--- config.mk ---
export PLATFORM = sky130hd
export DESIGN_NAME = text_entry_ctrl
export DESIGN_NICKNAME = d
export VERILOG_FILES = /design/src/rtl/text_entry_ctrl.sv
export SDC_FILE = /design/constraint.sdc
export NUM_CORES = 1
export LEC_CHECK = 0
export ABC_AREA = 0
export ABC_CLOCK_PERIOD_IN_PS = 3300
export BUFFER_PORTS_ARGS = -buffer_cell sky130_fd_sc_hd__buf_4
export CORE_MARGIN = 1.5
export CORE_UTILIZATION = 48
export DETAILED_ROUTE_END_ITERATION = 8
export GPL_ROUTABILITY_DRIVEN = 0
export PLACE_DENSITY_LB_ADDON = 0.05
export SETUP_SLACK_MARGIN = 0.02
export SLEW_MARGIN = 5
export SYNTH_ARGS = -nofsm -noshare
export SYNTH_HDL_FRONTEND = slang
export SYNTH_SLANG_ARGS = --single-unit
--- constraint.sdc ---
create_clock -name clk -period 3.3 [get_ports clk]
set_clock_uncertainty 0.2 [all_clocks]
set_input_delay 0.66 -clock clk [delete_from_list [all_inputs] [get_ports clk]]
set_output_delay 0.66 -clock clk [all_outputs]
set_load 0.05 [all_outputs]
--- src/rtl/text_entry_ctrl.sv ---
// text_entry_ctrl: keyboard text-entry sequencer for the POV display.
// Builds a message buffer from ASCII keystrokes. It handles delete, composes
// tilde+n into a single stored code, takes a two-digit numeric parameter after
// the first Enter, and commits both on the second Enter.
//
// state | meaning
// ------+---------------------------------------------------------------
// TEXT  | collecting printable characters into the message buffer
// NUM   | collecting up to two decimal digits of the rotation parameter
module text_entry_ctrl #(
    parameter int         MAX_LEN  = 16,
    parameter logic [6:0] ENE_CODE = 7'h7F,
    parameter int         NUM_MAX  = 99
) (
    input  logic                       clk,
    input  logic                       rst,
    input  logic [6:0]                 char,
    input  logic                       char_valid,
    input  logic [$clog2(MAX_LEN)-1:0] rd_addr,
    output logic [6:0]                 rd_data,
    output logic [$clog2(MAX_LEN):0]   msg_len,
    output logic [6:0]                 num_val,
    output logic                       mode,
    output logic                       tilde_pend,
    output logic                       msg_done,
    output logic                       err
);

    localparam int AW = $clog2(MAX_LEN);
    localparam logic [AW:0] LEN_FULL = (AW+1)'(MAX_LEN);
    localparam logic [10:0] NUM_SAT  = 11'(NUM_MAX);

    localparam logic [6:0] K_ENTER = 7'h04;
    localparam logic [6:0] K_DEL   = 7'h08;
    localparam logic [6:0] K_TILDE = 7'h7E;

    typedef enum logic {
        TEXT = 1'b0,
        NUM  = 1'b1
    } state_t;

    state_t state, state_nxt;

    logic [6:0]  buf_mem [MAX_LEN];
    logic [1:0]  dcnt, dcnt_nxt;
    // Set by a commit: the next stored key starts a fresh message while the
    // old one stays readable until then.
    logic        committed, committed_nxt;

    logic [AW:0] len_nxt, eff_len;
    logic [6:0]  num_nxt;
    logic        tilde_nxt, done_nxt, err_nxt;
    logic        do_store, pass;
    logic [6:0]  store_code;
    logic        wr_en;
    logic [AW-1:0] wr_addr;
    logic [10:0] num_calc;
    logic [6:0]  num_sat;

    logic is_enter, is_del, is_tilde, is_n, is_digit, is_print;

    assign is_enter = (char == K_ENTER);
    assign is_del   = (char == K_DEL);
    assign is_tilde = (char == K_TILDE);
    assign is_n     = (char == 7'h6E) || (char == 7'h4E);
    assign is_digit = (char >= 7'h30) && (char <= 7'h39);
    assign is_print = (char >= 7'h20) && (char <= 7'h7D);

    assign rd_data = buf_mem[rd_addr];
    assign mode    = (state == NUM);

    // Next digit value: widened product plus the low nibble of the digit, then saturated.
    always_comb begin
        num_calc = ({4'b0, num_val} * 11'd10) + {7'b0, char[3:0]};
        num_sat  = (num_calc > NUM_SAT) ? NUM_SAT[6:0] : num_calc[6:0];
    end

    // Next-state and register update decisions for one keystroke.
    always_comb begin
        state_nxt     = state;
        len_nxt       = msg_len;
        num_nxt       = num_val;
        dcnt_nxt      = dcnt;
        tilde_nxt     = tilde_pend;
        committed_nxt = committed;
        done_nxt      = 1'b0;
        err_nxt       = 1'b0;
        do_store      = 1'b0;
        pass          = 1'b1;
        store_code    = char;
        wr_en         = 1'b0;
        wr_addr       = '0;
        eff_len       = committed ? '0 : msg_len;

        if (char_valid) begin
            unique case (state)
                TEXT: begin
                    if (tilde_pend) begin
                        if (is_n) begin
                            tilde_nxt  = 1'b0;
                            do_store   = 1'b1;
                            store_code = ENE_CODE;
                            pass       = 1'b0;
                        end else if (is_del) begin
                            tilde_nxt = 1'b0;
                            pass      = 1'b0;
                        end else if (is_tilde) begin
                            pass = 1'b0;
                        end else if (is_enter || is_print) begin
                            tilde_nxt = 1'b0;
                        end
                    end

                    if (pass) begin
                        if (is_tilde) begin
                            tilde_nxt = 1'b1;
                            if (committed) begin
                                len_nxt       = '0;
                                committed_nxt = 1'b0;
                            end
                        end else if (is_print) begin
                            do_store = 1'b1;
                        end else if (is_del) begin
                            if (msg_len != '0) begin
                                len_nxt       = msg_len - (AW+1)'(1);
                                committed_nxt = 1'b0;
                            end else begin
                                err_nxt = 1'b1;
                            end
                        end else if (is_enter) begin
                            if (msg_len != '0) begin
                                state_nxt     = NUM;
                                num_nxt       = '0;
                                dcnt_nxt      = '0;
                                tilde_nxt     = 1'b0;
                                committed_nxt = 1'b0;
                            end else begin
                                err_nxt = 1'b1;
                            end
                        end
                    end

                    if (do_store) begin
                        if (eff_len < LEN_FULL) begin
                            wr_en         = 1'b1;
                            wr_addr       = eff_len[AW-1:0];
                            len_nxt       = eff_len + (AW+1)'(1);
                            committed_nxt = 1'b0;
                        end else begin
                            err_nxt = 1'b1;
                        end
                    end
                end

                NUM: begin
                    if (is_digit) begin
                        if (dcnt == 2'd2) begin
                            err_nxt = 1'b1;
                        end else begin
                            num_nxt  = num_sat;
                            dcnt_nxt = dcnt + 2'd1;
                        end
                    end else if (is_del) begin
                        num_nxt  = '0;
                        dcnt_nxt = '0;
                    end else if (is_enter) begin
                        done_nxt      = 1'b1;
                        state_nxt     = TEXT;
                        committed_nxt = 1'b1;
                    end else if (is_print) begin
                        err_nxt = 1'b1;
                    end
                end
            endcase
        end
    end

    // State and control registers; reset wins over a concurrent keystroke.
    always_ff @(posedge clk) begin
        if (rst) begin
            state      <= TEXT;
            msg_len    <= '0;
            num_val    <= '0;
            dcnt       <= '0;
            tilde_pend <= 1'b0;
            committed  <= 1'b0;
            msg_done   <= 1'b0;
            err        <= 1'b0;
        end else begin
            state      <= state_nxt;
            msg_len    <= len_nxt;
            num_val    <= num_nxt;
            dcnt       <= dcnt_nxt;
            tilde_pend <= tilde_nxt;
            committed  <= committed_nxt;
            msg_done   <= done_nxt;
            err        <= err_nxt;
        end
    end

    // Message storage; contents are not reset, only the length is.
    always_ff @(posedge clk) begin
        if (!rst && wr_en) begin
            buf_mem[wr_addr] <= store_code;
        end
    end

endmodule
==> flow_summary.json <==
{
  "path_clk_slew_ps": 60,
  "grt_pass1_wl_microns": 20900,
  "p_leak_uw": 0.00261,
  "finalWirelength_microns": 13100,
  "pre_cts_ws_ps": 108,
  "antenna_found_initial": 0,
  "fp.coreArea_sq_um": 12200,
  "min_to": "dcnt[1]",
  "num_vias": 3764,
  "avgSynthCellArea_sq_um": 14.8,
  "portBuffers": 36,
  "setup_tns_ps": 0,
  "ff_latch_area_sq_um": 3750,
  "hold_path_depth": 2,
  "synth_edf_count": 112,
  "powerDensity_nw_per_um2": 563,
  "synthAdderAreaFrac_pct": 3.96,
  "critPathLaunchType": "input port",
  "drt_first_pass_iters": 4,
  "overflow": 0,
  "rsz0062_at_grt": "false",
  "ir_drop_uv": 358,
  "htreeDepth": 4,
  "ant_nets": 0,
  "maxSlewViolCount": 0,
  "initial_core_util_pct": 49.9,
  "wl_per_cell_microns": 20.1,
  "r2r.worst_path.cells": 10,
  "synth_area_leaders": "edfxtp_1 55%, mux4_2 13%, dfxtp_1 6.3%, ha_1 3.3%, nor2_1 2.0%",
  "diodes": 0,
  "dp_hpwl_microns": 8860,
  "fp.dieW_microns": 115,
  "viasPerCell": 5.76,
  "synth_top_family_by_area": "multiplexers",
  "worst_ep_required_time_ps": 2440,
  "holdCritStartpoint": "dcnt[1]",
  "syn_area_sq_um": 6060,
  "die_h_microns": 115,
  "min_period_ps": 3100,
  "maxSlewHeadroom_pct": 44.2,
  "yosys.area_share.simple_pct": 10.4,
  "outcome": "finished, final reports clean",
  "crit_fanout": 22,
  "cts.path.max_buffers": 2,
  "pin_count": 37,
  "hold_viol": 0,
  "cts_tree": "built",
  "ys.flop_type": "edfxtp_1",
  "area_growth_syn_to_layout_pct": 21.4,
  "r2r_start": "num_val[1]",
  "fmax_ghz": 0.323,
  "grt.total_usage_pct": 21.9,
  "r2r_setup_slack_ps": 210,
  "synth_warnings": 0,
  "worst_slew_pin_slew_ps": 828,
  "yosysUniqueCellTypes": 59,
  "cts_buffers": 17,
  "synth_top_area_share_pct": 55.5,
  "grt_pass1_vias": 3671,
  "yosysTopAreaCell": "edfxtp_1",
  "finalCritPeriodShare_pct": 93.9,
  "cts_setup_buffers": 0,
  "drt-initial-drc-count": 351,
  "cts_resized": 0,
  "fin_nets": 504,
  "route.detailed.drc": 0,
  "setup_ws_ps": 200,
  "cp.arrival_ps": 2240,
  "end_kind": "output port",
  "synth_xor_area_share_pct": 1.16,
  "ys_seq_area_share_pct": 61.7,
  "multiInputGateArea_sq_um": 2200,
  "hp-class": "register to register",
  "critPathKind": "input port to output port",
  "synthMuxAreaShare_pct": 13.2,
  "fillerInstances": 936,
  "synth_compound_area_share_pct": 7.37,
  "dieArea_sq_um": 13300,
  "syn_inst": 409,
  "root_buffer": "clkbuf_16",
  "num_rows": 40,
  "setup_viol": 0,
  "cts.sinks": 131,
  "drv_cap": 0,
  "synth_seq_cells": 131,
  "syn-num-nets": 441,
  "clkLatencyLatePin_ps": 400,
  "r2r-end": "num_val[6]",
  "postCtsHoldBufs": 0,
  "grt_max_degree": 29,
  "final_layout_size_suffix_gt1_share_pct": 28.9,
  "synthArstFlopShare_pct": 0
}
==> synth_stat cells, drive strengths merged (2+ instances only) <==
cell       n
edfxtp   112
mux4      35
nor2      32
nand2     22
dfxtp     19
clkbuf    16
ha        16
a21oi     15
nor3      13
nand3     12
o21ai     12
buf        8
or4        7
a22o       6
nor2b      6
inv        5
nand2b     5
nand4b     4
xnor2      4
xor2       4
a2111oi    3
a21o       3
a31oi      3
and3       3
nand3b     3
nand4      3
a211o      2
a21boi     2
fa         2
nor4       2
o21a       2
o22a       2
o22ai      2
or2        2
or3        2
==> worst max-delay path by stage <==
stage / start / to / slack, ps / cells past startpoint
6_report: rd_addr[0] / rd_data[3] / 200 / 5
5_1_grt: num_val[1] / num_val[0] / 70 / 10
4_1_cts: num_val[1] / num_val[6] / 140 / 10
2_1_floorplan: rd_addr[0] / rd_data[0] / 30 / 4
3_5_place_dp: char[4] / msg_len[3] / 110 / 7
3_3_place_gp: char[4] / msg_len[3] / 120 / 7
==> power by group <==
part / leakage (uW) / internal, uW / switching [uW]
combinational: 0.00114 / 111 / 178
clock: 0.000311 / 1400 / 639
sequential: 0.00116 / 1810 / 8.68
total: 0.00261 / 3320 / 826
==> placed cells by master (no fill, tap or decap), types with 11 or more instances in the layout <==
| master | instances |
|---|---|
| edfxtp_1 | 112 |
| buf_4 | 67 |
| mux4_2 | 35 |
| nor2_1 | 32 |
| nand2_1 | 22 |
| clkbuf_16 | 17 |
| dfxtp_1 | 17 |
| ha_1 | 16 |
| a21oi_1 | 15 |
| nor3_1 | 13 |
| nand3_1 | 12 |
| o21ai_0 | 11 |
==> critical path: stages <==
cell	delay, ps
buf_4	100
buf_12	200
mux4_2	570
mux4_2	480
buf_4	200
==> flip-flops by register name, indices dropped and copies added (netlist names) <==
| signal | cells |
|---|---|
| tilde_pend | 1 |
| committed | 1 |
| dcnt | 2 |
| msg_len | 5 |
| buf_mem | 112 |
| err | 1 |
| num_val | 7 |
| mode | 1 |
| msg_done | 1 |
==> logic make-up (layout without fill, tap and decap cells) <==
kind of cell               Yosys count  count (layout)
DFF                                131             131
and+or+nand+nor                    121             121
AOI/OAI and AO/OA                   65              65
muxes                               36              36
buffers and inverters               30             106
adders and majority gates           18              18
xor gates and xnor gates             8               8
==> metrics by stage <==
step,power (uW),hold slack [ps],cell area (sq um),std cells,util [%]
2_1_floorplan,2040,259,6080,409,-
5_1_grt,4260,332,7360,653,60.5
6_report,4150,310,7360,653,60.5
3_3_place_gp,2140,276,6710,621,55.2
3_5_place_dp,2140,294,6710,621,55.2
4_1_cts,4180,310,7360,653,60.5
==> per-layer routing <==
metal  share of wire [%]  GRT usage (%)
met3                 5.5           5.90
met2                  49           35.1
met1                  44           29.1
met5                   0              0
met4                 1.2           7.16
==> layout make-up <==
type | instances | share of cell area (%)
Clock inverter | 13 | 2.89
Multi-Input combinational cell | 248 | 29.8
Tap cell | 168 | 2.86
Clock buffer | 19 | 5.88
Timing Repair Buffer | 69 | 7.38
Sequential cell | 131 | 50.9
Inverter | 5 | 0.255
(Power assumes the default switching activity.)
